`config.mk`:
```
export PLATFORM = sky130hd
export DESIGN_NAME = piso_arb_ctrl
export DESIGN_NICKNAME = d
export VERILOG_FILES = /design/src/rtl/piso_ctrl_pkg.sv /design/src/rtl/piso_core.sv /design/src/rtl/piso_arb_ctrl.sv
export SDC_FILE = /design/constraint.sdc
export NUM_CORES = 1
export LEC_CHECK = 0
export ABC_AREA = 1
export BUFFER_PORTS_ARGS = -buffer_cell sky130_fd_sc_hd__buf_2
export CORE_UTILIZATION = 43
export DETAILED_ROUTE_END_ITERATION = 12
export GPL_ROUTABILITY_DRIVEN = 0
export PLACE_DENSITY = 0.74
export SLEW_MARGIN = 10
export SYNTH_ARGS = -nofsm -noshare
export SYNTH_HDL_FRONTEND = slang
export SYNTH_SLANG_ARGS = --single-unit
```
`constraint.sdc`:
```
create_clock -name clk -period 1.3 [get_ports clk]
set_clock_uncertainty 0.05 [all_clocks]
set_input_delay 0.065 -clock clk [delete_from_list [all_inputs] [get_ports clk]]
set_output_delay 0.065 -clock clk [all_outputs]
set_load 0.03 [all_outputs]
```
`src/rtl/piso_ctrl_pkg.sv`:
```
`default_nettype none
// ============================================================================
// Module      : piso_ctrl_pkg
// Description : Shared state encoding and requester count for the PISO arbiter.
// Revision    : 1.0 - initial release
// ============================================================================
package piso_ctrl_pkg;

    localparam int unsigned NUM_REQ = 2;

    typedef enum logic [1:0] {
        ST_IDLE  = 2'd0,
        ST_SHIFT = 2'd1,
        ST_GAP   = 2'd2
    } state_t;

endpackage
`default_nettype wire

```
`src/rtl/piso_core.sv`:
```
`default_nettype none
// ============================================================================
// Module      : piso_core
// Description : Parallel-load shift register, shifts toward LSB with zero fill.
// Revision    : 1.0 - initial release
// ============================================================================
module piso_core
    import piso_ctrl_pkg::*;
#(
    parameter int WIDTH = 4
) (
    input  logic             clk,
    input  logic             rst,
    input  logic             load,
    input  logic [WIDTH-1:0] load_data,
    input  logic             shift,
    output logic             sout
);

    logic [WIDTH-1:0] r_shreg;

    always_ff @(posedge clk or posedge rst) begin
        if (rst) begin
            r_shreg <= '0;
        end else if (load) begin
            r_shreg <= load_data;
        end else if (shift) begin
            r_shreg <= {1'b0, r_shreg[WIDTH-1:1]};
        end
    end

    assign sout = r_shreg[0];

endmodule
`default_nettype wire

```
`src/rtl/piso_arb_ctrl.sv`:
```
`default_nettype none
// ============================================================================
// Module      : piso_arb_ctrl
// Description : Two-requester round-robin arbiter feeding an LSB-first
//               serializer with optional inter-frame gap.
// Revision    : 1.0 - initial release
// ============================================================================
module piso_arb_ctrl
    import piso_ctrl_pkg::*;
#(
    parameter int WIDTH      = 4,
    parameter int GAP_CYCLES = 1
) (
    input  logic             clk,
    input  logic             rst,
    input  logic             req0_valid,
    input  logic [WIDTH-1:0] req0_data,
    output logic             req0_ready,
    input  logic             req1_valid,
    input  logic [WIDTH-1:0] req1_data,
    output logic             req1_ready,
    output logic             sout,
    output logic             sout_valid,
    output logic             sout_first,
    output logic             sout_last,
    output logic             grant_id,
    output logic             busy
);

    localparam int SEL_W = $clog2(NUM_REQ);
    localparam int BIT_W = $clog2(WIDTH);
    localparam int GAP_W = (GAP_CYCLES > 1) ? $clog2(GAP_CYCLES) : 1;
    localparam int c_GAP_LAST_I = (GAP_CYCLES > 0) ? GAP_CYCLES - 1 : 0;
    localparam logic [BIT_W-1:0] c_BIT_LAST = BIT_W'(WIDTH - 1);
    localparam logic [GAP_W-1:0] c_GAP_LAST = c_GAP_LAST_I[GAP_W-1:0];

    state_t             r_state;
    state_t             w_state_nxt;
    logic               r_prio;
    logic               r_grant_id;
    logic [BIT_W-1:0]   r_bit_cnt;
    logic [GAP_W-1:0]   r_gap_cnt;
    logic [SEL_W-1:0]   w_sel;
    logic               w_accept;
    logic               w_shift;
    logic               w_bit_last;
    logic               w_gap_last;
    logic               w_core_sout;

    // Contention falls back to the round-robin pointer; a lone valid always wins.
    assign w_sel      = (req0_valid & req1_valid) ? r_prio : req1_valid;
    assign w_accept   = (r_state == ST_IDLE) & (req0_valid | req1_valid) & ~rst;
    assign w_bit_last = (r_bit_cnt == c_BIT_LAST);
    assign w_gap_last = (r_gap_cnt == c_GAP_LAST);

    always_ff @(posedge clk or posedge rst) begin
        if (rst) begin
            r_state <= ST_IDLE;
        end else begin
            r_state <= w_state_nxt;
        end
    end

    always_comb begin
        w_state_nxt = r_state;
        w_shift     = 1'b0;
        case (r_state)
            ST_IDLE: begin
                if (w_accept) begin
                    w_state_nxt = ST_SHIFT;
                end
            end
            ST_SHIFT: begin
                w_shift = 1'b1;
                if (w_bit_last) begin
                    w_state_nxt = (GAP_CYCLES > 0) ? ST_GAP : ST_IDLE;
                end
            end
            ST_GAP: begin
                if (w_gap_last) begin
                    w_state_nxt = ST_IDLE;
                end
            end
            default: w_state_nxt = ST_IDLE;
        endcase
    end

    always_ff @(posedge clk or posedge rst) begin
        if (rst) begin
            r_prio     <= 1'b0;
            r_grant_id <= 1'b0;
            r_bit_cnt  <= '0;
            r_gap_cnt  <= '0;
        end else begin
            if (w_accept) begin
                r_grant_id <= w_sel;
                r_prio     <= ~w_sel;
                r_bit_cnt  <= '0;
            end else if (r_state == ST_SHIFT) begin
                r_bit_cnt <= w_bit_last ? '0 : r_bit_cnt + 1'b1;
            end

            if (r_state == ST_GAP) begin
                r_gap_cnt <= w_gap_last ? '0 : r_gap_cnt + 1'b1;
            end else begin
                r_gap_cnt <= '0;
            end
        end
    end

    piso_core #(
        .WIDTH (WIDTH)
    ) u_core (
        .clk       (clk),
        .rst       (rst),
        .load      (w_accept),
        .load_data (w_sel ? req1_data : req0_data),
        .shift     (w_shift),
        .sout      (w_core_sout)
    );

    // Readies are masked by rst so every output reads 0 while reset is held.
    assign req0_ready = w_accept & ~w_sel;
    assign req1_ready = w_accept & w_sel;
    assign sout_valid = (r_state == ST_SHIFT);
    assign sout       = sout_valid & w_core_sout;
    assign sout_first = sout_valid & (r_bit_cnt == '0);
    assign sout_last  = sout_valid & w_bit_last;
    assign grant_id   = r_grant_id;
    assign busy       = (r_state == ST_SHIFT) | (r_state == ST_GAP);

endmodule
`default_nettype wire

```
**Yosys cells after proc, flatten, opt, wreduce, memory -nomap -nowiden**

Index checks and enable logic that the tools add are counted.

- Memories: 0
- Bits in registers: 11
- Input port bits: 12
- Bits in read-only memories: 0
- Memory bits (writable): 0
- Logic and storage cells: 45
- Latch bits: 0

- Bitwise operators: 12
- Divide/modulo/power cells: 0
- $add $sub $neg: 2
- Multiplexer cells: 14
- Order comparisons: 0
- Shift operators: 0
- Equal/unequal tests: 6
- Reductions and logical operators: 5
- Multiply operators: 0

Operator list:

| kind | count |
|---|---|
| 2-bit two-way mux | 6 |
| 4-bit two-way mux | 3 |
| 1-bit bitwise AND | 8 |
| 2-bit case mux with 3 select lines | 1 |
| 2-bit == test, second input constant | 2 |
| 2-bit logical NOT | 2 |
| 1-bit two-way mux | 4 |
| 2-bit inequality test, second input constant | 2 |
| 2-bit nonzero test | 2 |
| 3-bit AND reduction | 1 |
| 2-bit by 1-bit adder with 2-bit output, second input constant | 1 |
| 2-bit by 1-bit == test with 1-bit output, second input constant | 1 |
| 2-bit by 1-bit inequality test with 1-bit output, second input constant | 1 |
| 1-bit inverter | 2 |
| 1-bit OR | 2 |
| 1-bit adder, second input constant | 1 |

**Depth between registers and ports, before layout**

Gate-level depths: netlist of run 1.

- Depth in word-level cells: 5
- Depth in mapped cells: 10
- Gate-level depth less buffers: 9

**Modules after synthesis**

Synthesis of run 1 repeated with hierarchy kept, for this count alone.

- Cells, all modules: 91
- Area, all modules: 634.4 um^2

Modules (own cells, without submodules):

| module | seq. area each (um^2) | area an instance (um^2) | times used | cells each |
|---|---|---|---|---|
| piso_arb_ctrl | 150.1 | 447.9 | 1 | 66 |
| piso_core | 100.1 | 186.4 | 1 | 25 |

**Worst setup path after synthesis of run 1**

OpenSTA, ideal clock, no wires.

- Path type: register to register
- Start point: register r_state[0]
- End point: register u_core.r_shreg[3]
- Arrival time: 1.517 ns
- Path slack: -0.336 ns
- Path buffers: 1
- Library setup time: 0.069 ns
- Cell stages (with the launch flop): 10
- Cells stage by stage: dfrtp_1 -> inv_1 -> ha_1 -> inv_2 -> nor2_4 -> nand2_2 -> buf_6 -> a21oi_2 -> nand2_1 -> nand3_1

- Word-level cells in the longest chain between the ends: 4

RTL lines:

| what | line | RTL |
|---|---|---|
| from (decl) | piso_arb_ctrl.sv:37 | `state_t r_state;` |
| from (signal assigned) | piso_arb_ctrl.sv:60 | `r_state <= w_state_nxt;` |
| 2-bit logical NOT | piso_arb_ctrl.sv:52 | `assign w_accept = (r_state == ST_IDLE) & (req0_valid \| req1_valid) & ~rst;` |
| 1-bit bitwise AND (2 in a row) | piso_arb_ctrl.sv:52 |  |
| 4-bit two-way mux / 2-bit nonzero test (equally long branches) | n/a |  |
| to (signal assigned) | piso_core.sv:26 | `r_shreg <= load_data;` |
| to (signal assigned) | piso_core.sv:28 | `r_shreg <= {1'b0, r_shreg[WIDTH-1:1]};` |
| to (decl) | piso_core.sv:20 | `logic [WIDTH-1:0] r_shreg;` |

Several ways; a longest one is shown, not always the timed one.
A chain may end at the register's enable or synchronous reset.

**Final worst setup path of run 1**

- Start point: register r_state[1]
- End point: output port req0_ready

- Word-level cells in the longest chain between the ends: 4

RTL lines:

| what | line | RTL |
|---|---|---|
| 2-bit logical NOT | piso_arb_ctrl.sv:52 |  |
| 1-bit bitwise AND (2 in a row) | piso_arb_ctrl.sv:52 |  |
| 1-bit bitwise AND | piso_arb_ctrl.sv:123 | `assign req0_ready = w_accept & ~w_sel;` |
| to (decl) | piso_arb_ctrl.sv:18 | `output logic req0_ready,` |

No other way between the ends.

==> key figures, run 1 <==
Drt
  – Via/cell ratio: 5.24
  – Antenna-violating nets left: 0
  – Wire per inst: 14.8 µm
  – DR DRC count: 0
  – Initial DRC Count: 30
  – DR vias: 728
  – DRT Pass-1 Iters: 4
  – Routed WL: 2.05 mm

Yosys
  – EDFF count, synth: 0
  – Ys Warns: 0
  – Compound-Gate Fraction of Synth Area: 11.4%
  – Yosys cell types: 17
  – Top cells by count, synth: 16 x nand2_1, 14 x inv_1, 10 x dfrtp_1, 9 x nand3_1, 7 x o21ai_1
  – Primary FF master, synth: dfrtp_1
  – Register bit total from synthesis: 10
  – Mapped cell area: 636 µm²
  – Top cell type's share of synthesized area: 39.4%
  – Largest area contributor in the netlist: dfrtp_1
  – Mapped Cells: 81
  – Post-synthesis mux area share: 0%
  – Mapped Nets: 98
  – Average cell area after synthesis: 7.85 µm²
  – XOR/XNOR Fraction of Synth Area: 0%
  – Most numerous cell in the Yosys netlist: nand2_1
  – Largest family of logic cells by synthesized area: simple AND/OR/NAND/NOR gates
  – Synth top area cells: dfrtp_1 39%, ha_1 9.8%, nand2_1 9.4%
  – Adder-cell share of the synthesized area: 9.84%
  – Post-synth ARST share: 100%
  – Post-synthesis simple-gate area fraction: 28.1%
  – Register area share after synthesis: 39.4%

Floorplanning
  – Die width: 40.4 µm
  – Starting Density: 47.7%
  – Die area: 1640 µm²
  – Die extent in y: 40.4 µm
  – FP Rows: 13
  – Top-Level Pins: 20
  – Core ar.: 1330 µm²

STA
  – Min Hold Slack: 114 ps
  – Final setup viols: 16
  – Maximum clock frequency: 649 MHz
  – Min Tclk post-route: 1540 ps
  – Max-Slew Margin vs Limit: 81.4%
  – Final period util: 119%
  – Hold Vio Cnt, Final: 0
  – Setup TNS: -2400 ps
  – Slew @ Worst Pin: 278 ps
  – Pins over their slew limit: 0
  – Unrepaired setup endpoints after global routing: true
  – Setup WS post-layout: -241 ps

Power
  – Max rail drop VDD: 1800 µV
  – LEAKAGE: 0.574 nW
  – P per Cell Area: 2440 nW/µm²

Clocking
  – Clock Latency Late Sink: 270 ps
  – Clock sink total: 10
  – Clock Pin Slew Worst Setup and Hold Paths: 70 ps
  – CTS root buffer: clkbuf_4
  – CTS tree: done
  – CTS Buffer Depth: 2
  – Htree depth: 1
  – Num CTS Buffers: 3

Setup path
  – Cell mode on critical path: inv_2
  – Critical Path, Cell by Cell: inv_2, ha_4, inv_2, nor2_4, nand2_4, a21oi_4, buf_6
  – CP Data Required Time: 1190 ps
  – Worst Setup End Kind: primary output
  – Slowest CP cell: dfrtp_1
  – Arrival time of the worst setup path: 1430 ps
  – Worst setup SP type: flop
  – CP peak stage delay: 390 ps
  – Critical path type: flop to primary output
  – Largest fanout on the critical path: 3

GRT
  – Largest net degree at the start of global routing: 11
  – Vias in the first global route: 616
  – Initial antenna violation count: 0
  – Grt ovf: 0
  – First-pass GRT wire length: 2.62 mm
  – Total global-route track usage: 24.8%

Finish
  – Sequential cell area: 250 µm²
  – Diode count: 0
  – Area of the multi-input gates: 404 µm²
  – Design Area, Final: 1090 µm²
  – Layout cell share with drive strength beyond 1: 50.0%
  – Area Growth Syn to Fin: 71.3%
  – Fill count: 78
  – Layout net count: 142

Place
  – Pre-CTS WS: -175 ps
  – Post-DP HPWL: 1.27 mm
  – Placed cell areas: 893 µm²
  – PortBufs: 19

Run status
  – Failing checks: setup timing
  – Outcome: finished with violations

Job
  – Max-Cap Viols: 0

Worst hold path
  – Worst Hold Class: primary input to flop
==> per-stage QoR <==
step	cells	total power, mW	utilization (%)
after floorplan	81	1.55	-
after global placement	129	1.94	67.0
after detailed placement	129	1.99	67.0
after CTS	139	2.47	78.2
after global routing	139	2.83	81.6
final	139	2.66	81.6
==> kinds of logic (layout without fill, tap and decap cells) <==
logic type | after synthesis | in the layout
and+or+nand+nor | 38 | 38
buffers and inverters | 17 | 60
AOI/OAI and AO/OA | 11 | 11
DFF | 10 | 10
adders and majority gates | 5 | 5
==> placed cells by master, fill, tap and decap left out, drive strengths merged <==
master / count
a21oi: 3
inv: 16
nor2: 6
nand4: 3
clkbuf: 4
dfrtp: 10
or2: 3
dlygate4sd3: 3
nand2: 17
nand3: 9
ha: 5
o21ai: 7
a211oi: 1
buf: 37
==> power by group <==
group	switching [mW]	internal [mW]
combinational	0.982	0.809
sequential	0.105	0.468
clock	0.122	0.170
==> critical path, delay by kind of cell (launching register included) <==
family                   cells  cell delay [ps]
AND/OR/NAND/NOR              2              200
buffers and inverters        3              280
adder cells (fa/ha/maj)      1              150
flip-flops                   1              390
AO/OA/AOI/OAI                1              130
==> cell type report <==
class | count | share of cell area, %
Sequential cell | 10 | 23.0
Timing Repair Buffer | 40 | 29.1
Tap cell | 15 | 1.72
Clock buffer | 4 | 3.33
Multi-Input combinational cell | 54 | 37.1
Inverter | 16 | 5.75
==> metal layers <==
layer / up-vias / global-route usage (%) / share of wire, %
li1: 343 / - / -
met1: 345 / 28.2 / 40
met2: 32 / 41.3 / 51
met3: 8 / 6.67 / 5.5
met4: 0 / 14.2 / 3.4
met5: - / 0 / 0
==> sequential cells by signal (all words and copies together), names as in the netlist <==
| signal | cells |
|---|---|
| r_state | 2 |
| u_core.r_shreg | 4 |
| grant_id | 1 |
| r_bit_cnt | 2 |
| r_prio | 1 |
==> worst paths after layout <==
path,depth (start not counted),slack [ps],start,to
max,7,-240,r_state[1]$_DFFE_PP0P_,req0_ready
min,5,110,req0_data[0],u_core.r_shreg[0]$_DFFE_PP0P_
max reg2reg,10,-170,r_state[1]$_DFFE_PP0P_,u_core.r_shreg[2]$_DFFE_PP0P_
min reg2reg,2,450,grant_id$_DFFE_PP0P_,grant_id$_DFFE_PP0P_
max in group asynchronous,4,700,rst,r_state[0]$_DFFE_PP0P_
min in group asynchronous,4,350,rst,r_bit_cnt[1]$_DFFE_PP0P_
==> what timing repair did <==
action	in CTS	in global routing
resized for setup	18	12
buffers inserted	3	1
hold buffers	3	0
endpoints found under the hold margin	11	0
pin swaps	3	9
endpoints found under the setup margin	16	16
Note: power is estimated with default switching activity, not from simulation.
==> run 2: changes to the inputs <==
- SETUP_SLACK_MARGIN: not set -> 0.4
==> run 2 against run 1 <==
  * The run still ends with setup timing left
  * Clock power is 1% higher
  * Wire length decreased by 13%
  * Power is 0.82% lower
  * First-iteration DRC count down 37%
  * Non-clock buffer count decreased by 1
  * Combinational power barely moved
  * Fmax up 2.9%
  * Clock-buffer cell count unchanged
  * Sequential power decreased by 1%
  * Worst setup slack improved by 43 ps
  * Sequential share of layout area is 0.27 points higher
  * Worst hold slack worse by 44 ps
  * Critical endpoint unchanged
  * Highest routed layer unchanged
==> key figures, run 2 (synthesized netlist as in run 1, its figures left out) <==
Run status
  – Outcome: finished with violations
  – Failing checks: setup timing

Setup path
  – Worst Setup End Kind: primary output
  – Arrival time of the worst setup path: 1380 ps (-50 ps)
  – Critical path type: flop to primary output
  – Largest fanout on the critical path: 3 (unchanged)
  – CP Data Required Time: 1190 ps (about the same)
  – Worst setup SP type: flop

Finish
  – Design Area, Final: 1080 µm² (-1.1%)
  – Layout cell share with drive strength beyond 1: 51.2% (+1.2 points)
  – Non-filler cells, final: 138 (-0.72%)
  – Most common cell after layout, fill and taps aside: buf_4
  – Top reg by flops: u_core.r_shreg
  – Most used cells in the layout excluding fill and tap cells: 16 x buf_4, 11 x nand2_1, 11 x buf_2, 10 x dfrtp_1
  – Post-layout util: 80.7% (-0.94 points)
  – Layout net count: 141 (-0.70%)
  – Area Growth Syn to Fin: 69.3%
  – Largest registers: u_core.r_shreg x4, r_bit_cnt x2, r_state x2
  – Fill count: 76 (-2.6%)
  – Max reg flops: 4 (unchanged)
  – Diode count: 0 (unchanged)

Floorplanning
  – Die width: 40.4 µm (unchanged)
  – Core ar.: 1330 µm² (unchanged)
  – Starting Density: 47.7% (unchanged)
  – FP Rows: 13 (unchanged)
  – Top-Level Pins: 20 (unchanged)
  – Die extent in y: 40.4 µm (unchanged)
  – Die area: 1640 µm² (unchanged)

STA
  – Unrepaired setup endpoints after global routing: true
  – Setup TNS: -1830 ps (+567 ps)
  – Final setup viols: 14 (-2)
  – Pins over their slew limit: 0 (unchanged)
  – Min Hold Slack: 70.1 ps (-43.8 ps)
  – Slew @ Worst Pin: 214 ps (-64.1 ps)
  – Maximum clock frequency: 667 MHz (+2.9%)
  – Max-Slew Margin vs Limit: 85.7% (+4.3 points)
  – Final period util: 115% (-3.3 points)
  – Hold Vio Cnt, Final: 0 (unchanged)
  – Min Tclk post-route: 1500 ps (-42.8 ps)
  – Setup WS post-layout: -198 ps (+42.8 ps)

Drt
  – Wire per inst: 13.0 µm (-12%)
  – DRT Pass-1 Iters: 5 (+1)
  – DR DRC count: 0 (unchanged)
  – Via/cell ratio: 5.05 (-3.6%)
  – DR vias: 697 (-4.3%)
  – Routed WL: 1.79 mm (-13%)
  – Antenna-violating nets left: 0 (unchanged)
  – Initial DRC Count: 19 (-37%)

Clocking
  – CTS tree: done
  – Num CTS Buffers: 3 (unchanged)
  – Clock Pin Slew Worst Setup and Hold Paths: 70 ps (about the same)
  – Clock sink total: 10 (unchanged)
  – Clock Latency Late Sink: 270 ps (about the same)
  – CTS Buffer Depth: 2 (unchanged)
  – Htree depth: 1 (unchanged)
  – CTS root buffer: clkbuf_4

GRT
  – Grt ovf: 0 (unchanged)
  – Initial antenna violation count: 0 (unchanged)
  – First-pass GRT wire length: 2.33 mm (-11%)
  – Largest net degree at the start of global routing: 11 (unchanged)
  – Total global-route track usage: 22.6% (-2.2 points)
  – Vias in the first global route: 565 (-8.3%)

Power
  – Max rail drop VDD: 1700 µV (-5.3%)
  – LEAKAGE: 0.552 nW (-3.9%)
  – P per Cell Area: 2450 nW/µm² (+0.33%)

Place
  – PortBufs: 19 (unchanged)
  – Placed cell areas: 901 µm² (+0.84%)
  – Placed cell count: 127 (-1.6%)
  – Post-DP HPWL: 1.08 mm (-15%)

Job
  – Max-Cap Viols: 0 (unchanged)

Worst hold path
  – Worst Hold Class: primary input to flop
==> run 2: worst max-delay path, stage by stage (launching register included) <==
cell	delay [ps]
dfrtp_1	380
inv_2	80
ha_4	150
inv_2	40
nor2_4	110
nand2_4	80
a21oi_4	120
buf_6	140
==> run 2: area by class of cell <==
type                    count  area (µm²)  area share (%)
clock buffers               4        36.3            3.37
inverters                  16        70.1            6.51
multi-input cells          54         394            36.6
flip-flops and latches     10         250            23.3
well taps                  15        18.8            1.74
repair buffers             39         307            28.5
==> run 2: final timing paths <==
path,start,to,slack [ps],cells past startpoint
hold reg to reg,r_bit_cnt[0]$_DFFE_PP0P_,r_bit_cnt[0]$_DFFE_PP0P_,460,1
min in group asynchronous,rst,grant_id$_DFFE_PP0P_,360,4
max in group asynchronous,rst,r_bit_cnt[1]$_DFFE_PP0P_,690,4
hold / removal,req0_data[1],u_core.r_shreg[1]$_DFFE_PP0P_,70,5
setup reg to reg,r_state[1]$_DFFE_PP0P_,r_state[1]$_DFFE_PP0P_,-130,9
setup / recovery,r_state[1]$_DFFE_PP0P_,req0_ready,-200,7
==> run 2: per-stage QoR <==
step                total power [mW]  setup WS, ps
global placement                1.98          -105
floorplan                       1.63          -165
finish                          2.63          -198
CTS                             2.55          -181
global route                    2.79          -228
detailed placement              2.01          -161
==> run 2: what timing repair did <==
action	in CTS	in global routing
pin swaps	3	0
setup endpoints to repair	18	18
resized for setup	18	7
hold buffers	3	0
buffers inserted	4	0
endpoints found under the hold margin	11	0
==> run 2: per-layer routing <==
metal / global-route usage, % / routed length (µm) / up-vias
li1: - / - / 342
met1: 27.6 / 776 / 329
met2: 37.3 / 917 / 21
met3: 3.33 / 53 / 5
met4: 12.5 / 41 / 0
met5: 0 / 0 / -
==> run 2: where the power goes <==
part | switching (mW) | internal [mW]
clock | 0.125 | 0.170
sequential | 0.0977 | 0.468
combinational | 0.945 | 0.828
==> run 3: changes to the inputs <==
- ABC_AREA: 1 -> not set
- CORE_UTILIZATION: 43 -> 42
- PLACE_DENSITY: 0.74 -> 0.73
==> run 3 against run 2 <==
  * The run still ends with setup timing left
  * Synthesized cell count decreased by 19%
  * Via count increased by 10%
  * Die area decreased by 3.9%
  * First-iteration DRC count increased by 130%
  * Non-clock buffer count increased by 9
  * Worst setup slack got worse by 130 ps
  * Area after synthesis decreased by 6.3%
  * Critical path type is now flop to flop
  * Critical endpoint is now u_core.r_shreg[3]$_DFFE_PP0P_
==> key figures, run 3 <==
Power
  – Max rail drop VDD: 1750 µV (+2.7%)
  – Internal power: 1.69 mW (+15%)
  – Sequential fraction of design power: 19.7% (-1.8 points)
  – P per Cell Area: 2540 nW/µm² (+3.6%)
  – Clock power share: 10.4% (-0.8 points)
  – Psw: 1.24 mW (+6.2%)
  – LEAKAGE: 0.559 nW (+1.4%)
  – Sw frac: 42.4% (-2.0 points)
  – Combinational share of power: 69.9% (+2.6 points)
  – Tot Pwr: 2.93 mW (+11%)

Floorplanning
  – Die width: 39.7 µm (-2.0%)
  – FP Rows: 13 (unchanged)
  – Core ar.: 1320 µm² (-1.2%)
  – Top-Level Pins: 20 (unchanged)
  – Die extent in y: 39.7 µm (-2.0%)
  – Starting Density: 45.2% (-2.5 points)
  – Die area: 1570 µm² (-3.9%)

STA
  – Final setup viols: 16 (+2)
  – Maximum clock frequency: 615 MHz (-7.9%)
  – Min Tclk post-route: 1630 ps (+128 ps)
  – Pins over their slew limit: 0 (unchanged)
  – Max-Slew Margin vs Limit: 71.7% (-14 points)
  – Hold Vio Cnt, Final: 0 (unchanged)
  – Setup WS post-layout: -327 ps (-128 ps)
  – Unrepaired setup endpoints after global routing: true
  – Slew @ Worst Pin: 424 ps (+210 ps)
  – Final period util: 125% (+9.9 points)

Place
  – PortBufs: 19 (unchanged)
  – Pre-CTS WS: -152 ps (+8.80 ps)
  – Placed cell areas: 811 µm² (-10%)
  – Placed cell count: 109 (-14%)

Yosys
  – Largest area contributor in the netlist: dfrtp_1
  – Yosys cell types: 24 (+7)
  – Primary FF master, synth: dfrtp_1
  – Most numerous cell in the Yosys netlist: dfrtp_1
  – Register area share after synthesis: 42.0% (+2.6 points)
  – Average cell area after synthesis: 9.02 µm² (+15%)
  – Post-synth ARST share: 100% (unchanged)
  – Register bit total from synthesis: 10 (unchanged)
  – Top cells by count, synth: 10 x dfrtp_1, 9 x nand2_1, 5 x ha_1, 5 x inv_1, 5 x nor2_1
  – Mapped Cells: 66 (-19%)
  – Mapped cell area: 596 µm² (-6.3%)
  – EDFF count, synth: 0 (unchanged)
  – Top cell type's share of synthesized area: 42.0% (+2.6 points)
  – Mapped Nets: 83 (-15%)
  – Ys Warns: 0 (unchanged)
  – Synth top area cells: dfrtp_1 42%, ha_1 11%, nand2_1 5.7%

Drt
  – Routed WL: 2.67 mm (+49%)
  – DRT Pass-1 Iters: 4 (-1)
  – DR DRC count: 0 (unchanged)
  – Wire per inst: 20.5 µm (+58%)
  – Antenna-violating nets left: 0 (unchanged)
  – DR vias: 769 (+10%)
  – Initial DRC Count: 43 (+24)
  – Via/cell ratio: 5.92 (+17%)

Clocking
  – CTS root buffer: clkbuf_4
  – Clock Latency Late Sink: 290 ps (+20 ps)
  – Htree depth: 1 (unchanged)
  – Num CTS Buffers: 3 (unchanged)
  – CTS tree: done
  – Clock Pin Slew Worst Setup and Hold Paths: 80 ps (about the same)
  – CTS Buffer Depth: 2 (unchanged)
  – Clock sink total: 10 (unchanged)

Finish
  – Fill count: 57 (-25%)
  – Area of the multi-input gates: 419 µm² (+6.3%)
  – Design Area, Final: 1150 µm² (+7.3%)
  – Most used cells in the layout excluding fill and tap cells: 16 x buf_6, 16 x buf_4, 11 x buf_2, 10 x dfrtp_1
  – Area Growth Syn to Fin: 93.9%
  – Non-filler cells, final: 130 (-5.8%)
  – Sequential cell area: 250 µm² (unchanged)
  – Top reg by flops: u_core.r_shreg
  – Post-layout util: 87.7% (+7.0 points)
  – Layout cell share with drive strength beyond 1: 66.1% (+15 points)
  – Diode count: 0 (unchanged)
  – Layout net count: 133 (-5.7%)
  – Largest registers: u_core.r_shreg x4, r_bit_cnt x2, r_state x2
  – Max reg flops: 4 (unchanged)

Run status
  – Failing checks: setup timing
  – Outcome: finished with violations

GRT
  – Grt met3 use: 7.95% (+4.6 points)
  – Global routing usage on met1: 36.3% (+8.7 points)
  – Largest net degree at the start of global routing: 11 (unchanged)
  – GR Layer Usage met2: 68.0% (+31 points)
  – GRT busiest layer: met2
  – Grt ovf: 0 (unchanged)
  – Vias in the first global route: 733 (+30%)
  – First-pass GRT wire length: 3.44 mm (+47%)
  – Total global-route track usage: 35.4% (+13 points)
  – Initial antenna violation count: 0 (unchanged)

Setup path
  – Largest fanout on the critical path: 4 (+1)
  – Critical path type: flop to flop
  – Arrival time of the worst setup path: 1730 ps (+350 ps)
  – CP Data Required Time: 1400 ps (+210 ps)
  – Worst Setup End Kind: flop
  – Setup slack, reg-to-reg: -330 ps (-200 ps)
  – Worst setup SP type: flop

Job
  – Max-Cap Viols: 0 (unchanged)

Worst hold path
  – Worst Hold Class: primary input to flop
run 3: cell count changes after synthesis, moves of 4 or more:
cell,previous run,this run
nand2_1,16,9
o21ai_0,0,4
nor3_1,0,4
o21ai_1,7,1
inv_1,14,5
nand3_1,9,0
run 3: cells by family (layout without fill, tap and decap cells):
| family | Yosys count | in the layout | share of synthesized area (%) |
|---|---|---|---|
| AOI/OAI and AO/OA | 14 | 14 | 14.1 |
| muxes | 2 | 2 | 3.57 |
| DFF | 10 | 10 | 42.0 |
| buffers and inverters | 9 | 58 | 7.77 |
| and+or+nand+nor | 26 | 26 | 22.1 |
| adders and majority gates | 5 | 5 | 10.5 |
run 3: worst paths after layout:
check / start / end / cells after the start
min: req0_data[1] / u_core.r_shreg[1]$_DFFE_PP0P_ / 3
max in group asynchronous: rst / r_state[1]$_DFFE_PP0P_ / 3
max reg2reg: r_state[0]$_DFFE_PP0P_ / u_core.r_shreg[3]$_DFFE_PP0P_ / 7
min reg2reg: r_bit_cnt[1]$_DFFE_PP0P_ / r_bit_cnt[1]$_DFFE_PP0P_ / 2
min in group asynchronous: rst / r_bit_cnt[1]$_DFFE_PP0P_ / 3
max: r_state[0]$_DFFE_PP0P_ / u_core.r_shreg[3]$_DFFE_PP0P_ / 7
run 3: power groups by stage:
| stage | Combinational [mW] | Sequential [mW] | Clock, mW |
|---|---|---|---|
| 2_1_floorplan | 0.865 | 0.574 | 0 |
| 3_3_place_gp | 1.23 | 0.537 | 0 |
| 3_5_place_dp | 1.26 | 0.544 | 0 |
| 4_1_cts | 1.70 | 0.543 | 0.288 |
| 5_1_grt | 2.15 | 0.586 | 0.310 |
| 6_report | 2.05 | 0.577 | 0.305 |
run 3: area by class of cell:
cell class	instances	area share [%]
multi-input combinational	47	36.3
timing repair buffer	48	35.1
inverter	6	2.17
tap	15	1.63
sequential	10	21.7
clock buffer	4	3.14
run 3: routing by layer:
metal,vias up,share of wire (%)
met5,-,0
li1,322,-
met1,374,37
met2,55,50
met4,0,5.3
met3,18,7.8
run 3: timing repair:
item / CTS / global route
pin swaps: 12 / 5
setup endpoints to repair: 18 / 18
hold buffers: 5 / 0
resized for setup: 36 / 13
hold endpoints to repair: 13 / 0
buffers inserted: 8 / 4
run 3: per-stage QoR:
stage          hold WS [ps]  TNS (ps)
2_1_floorplan          -145      -668
3_3_place_gp           55.2      -542
3_5_place_dp           59.8      -911
4_1_cts                6.85     -1840
5_1_grt                22.7     -3810
6_report               17.1     -3290
run 3: critical path, stage by stage (launching register included):
cell and delay (ps):
dfrtp_1 390, inv_2 80, ha_4 160, nor2b_4 130, and3_4 200, buf_4 140
a32oi_1 230, nand2_1 120
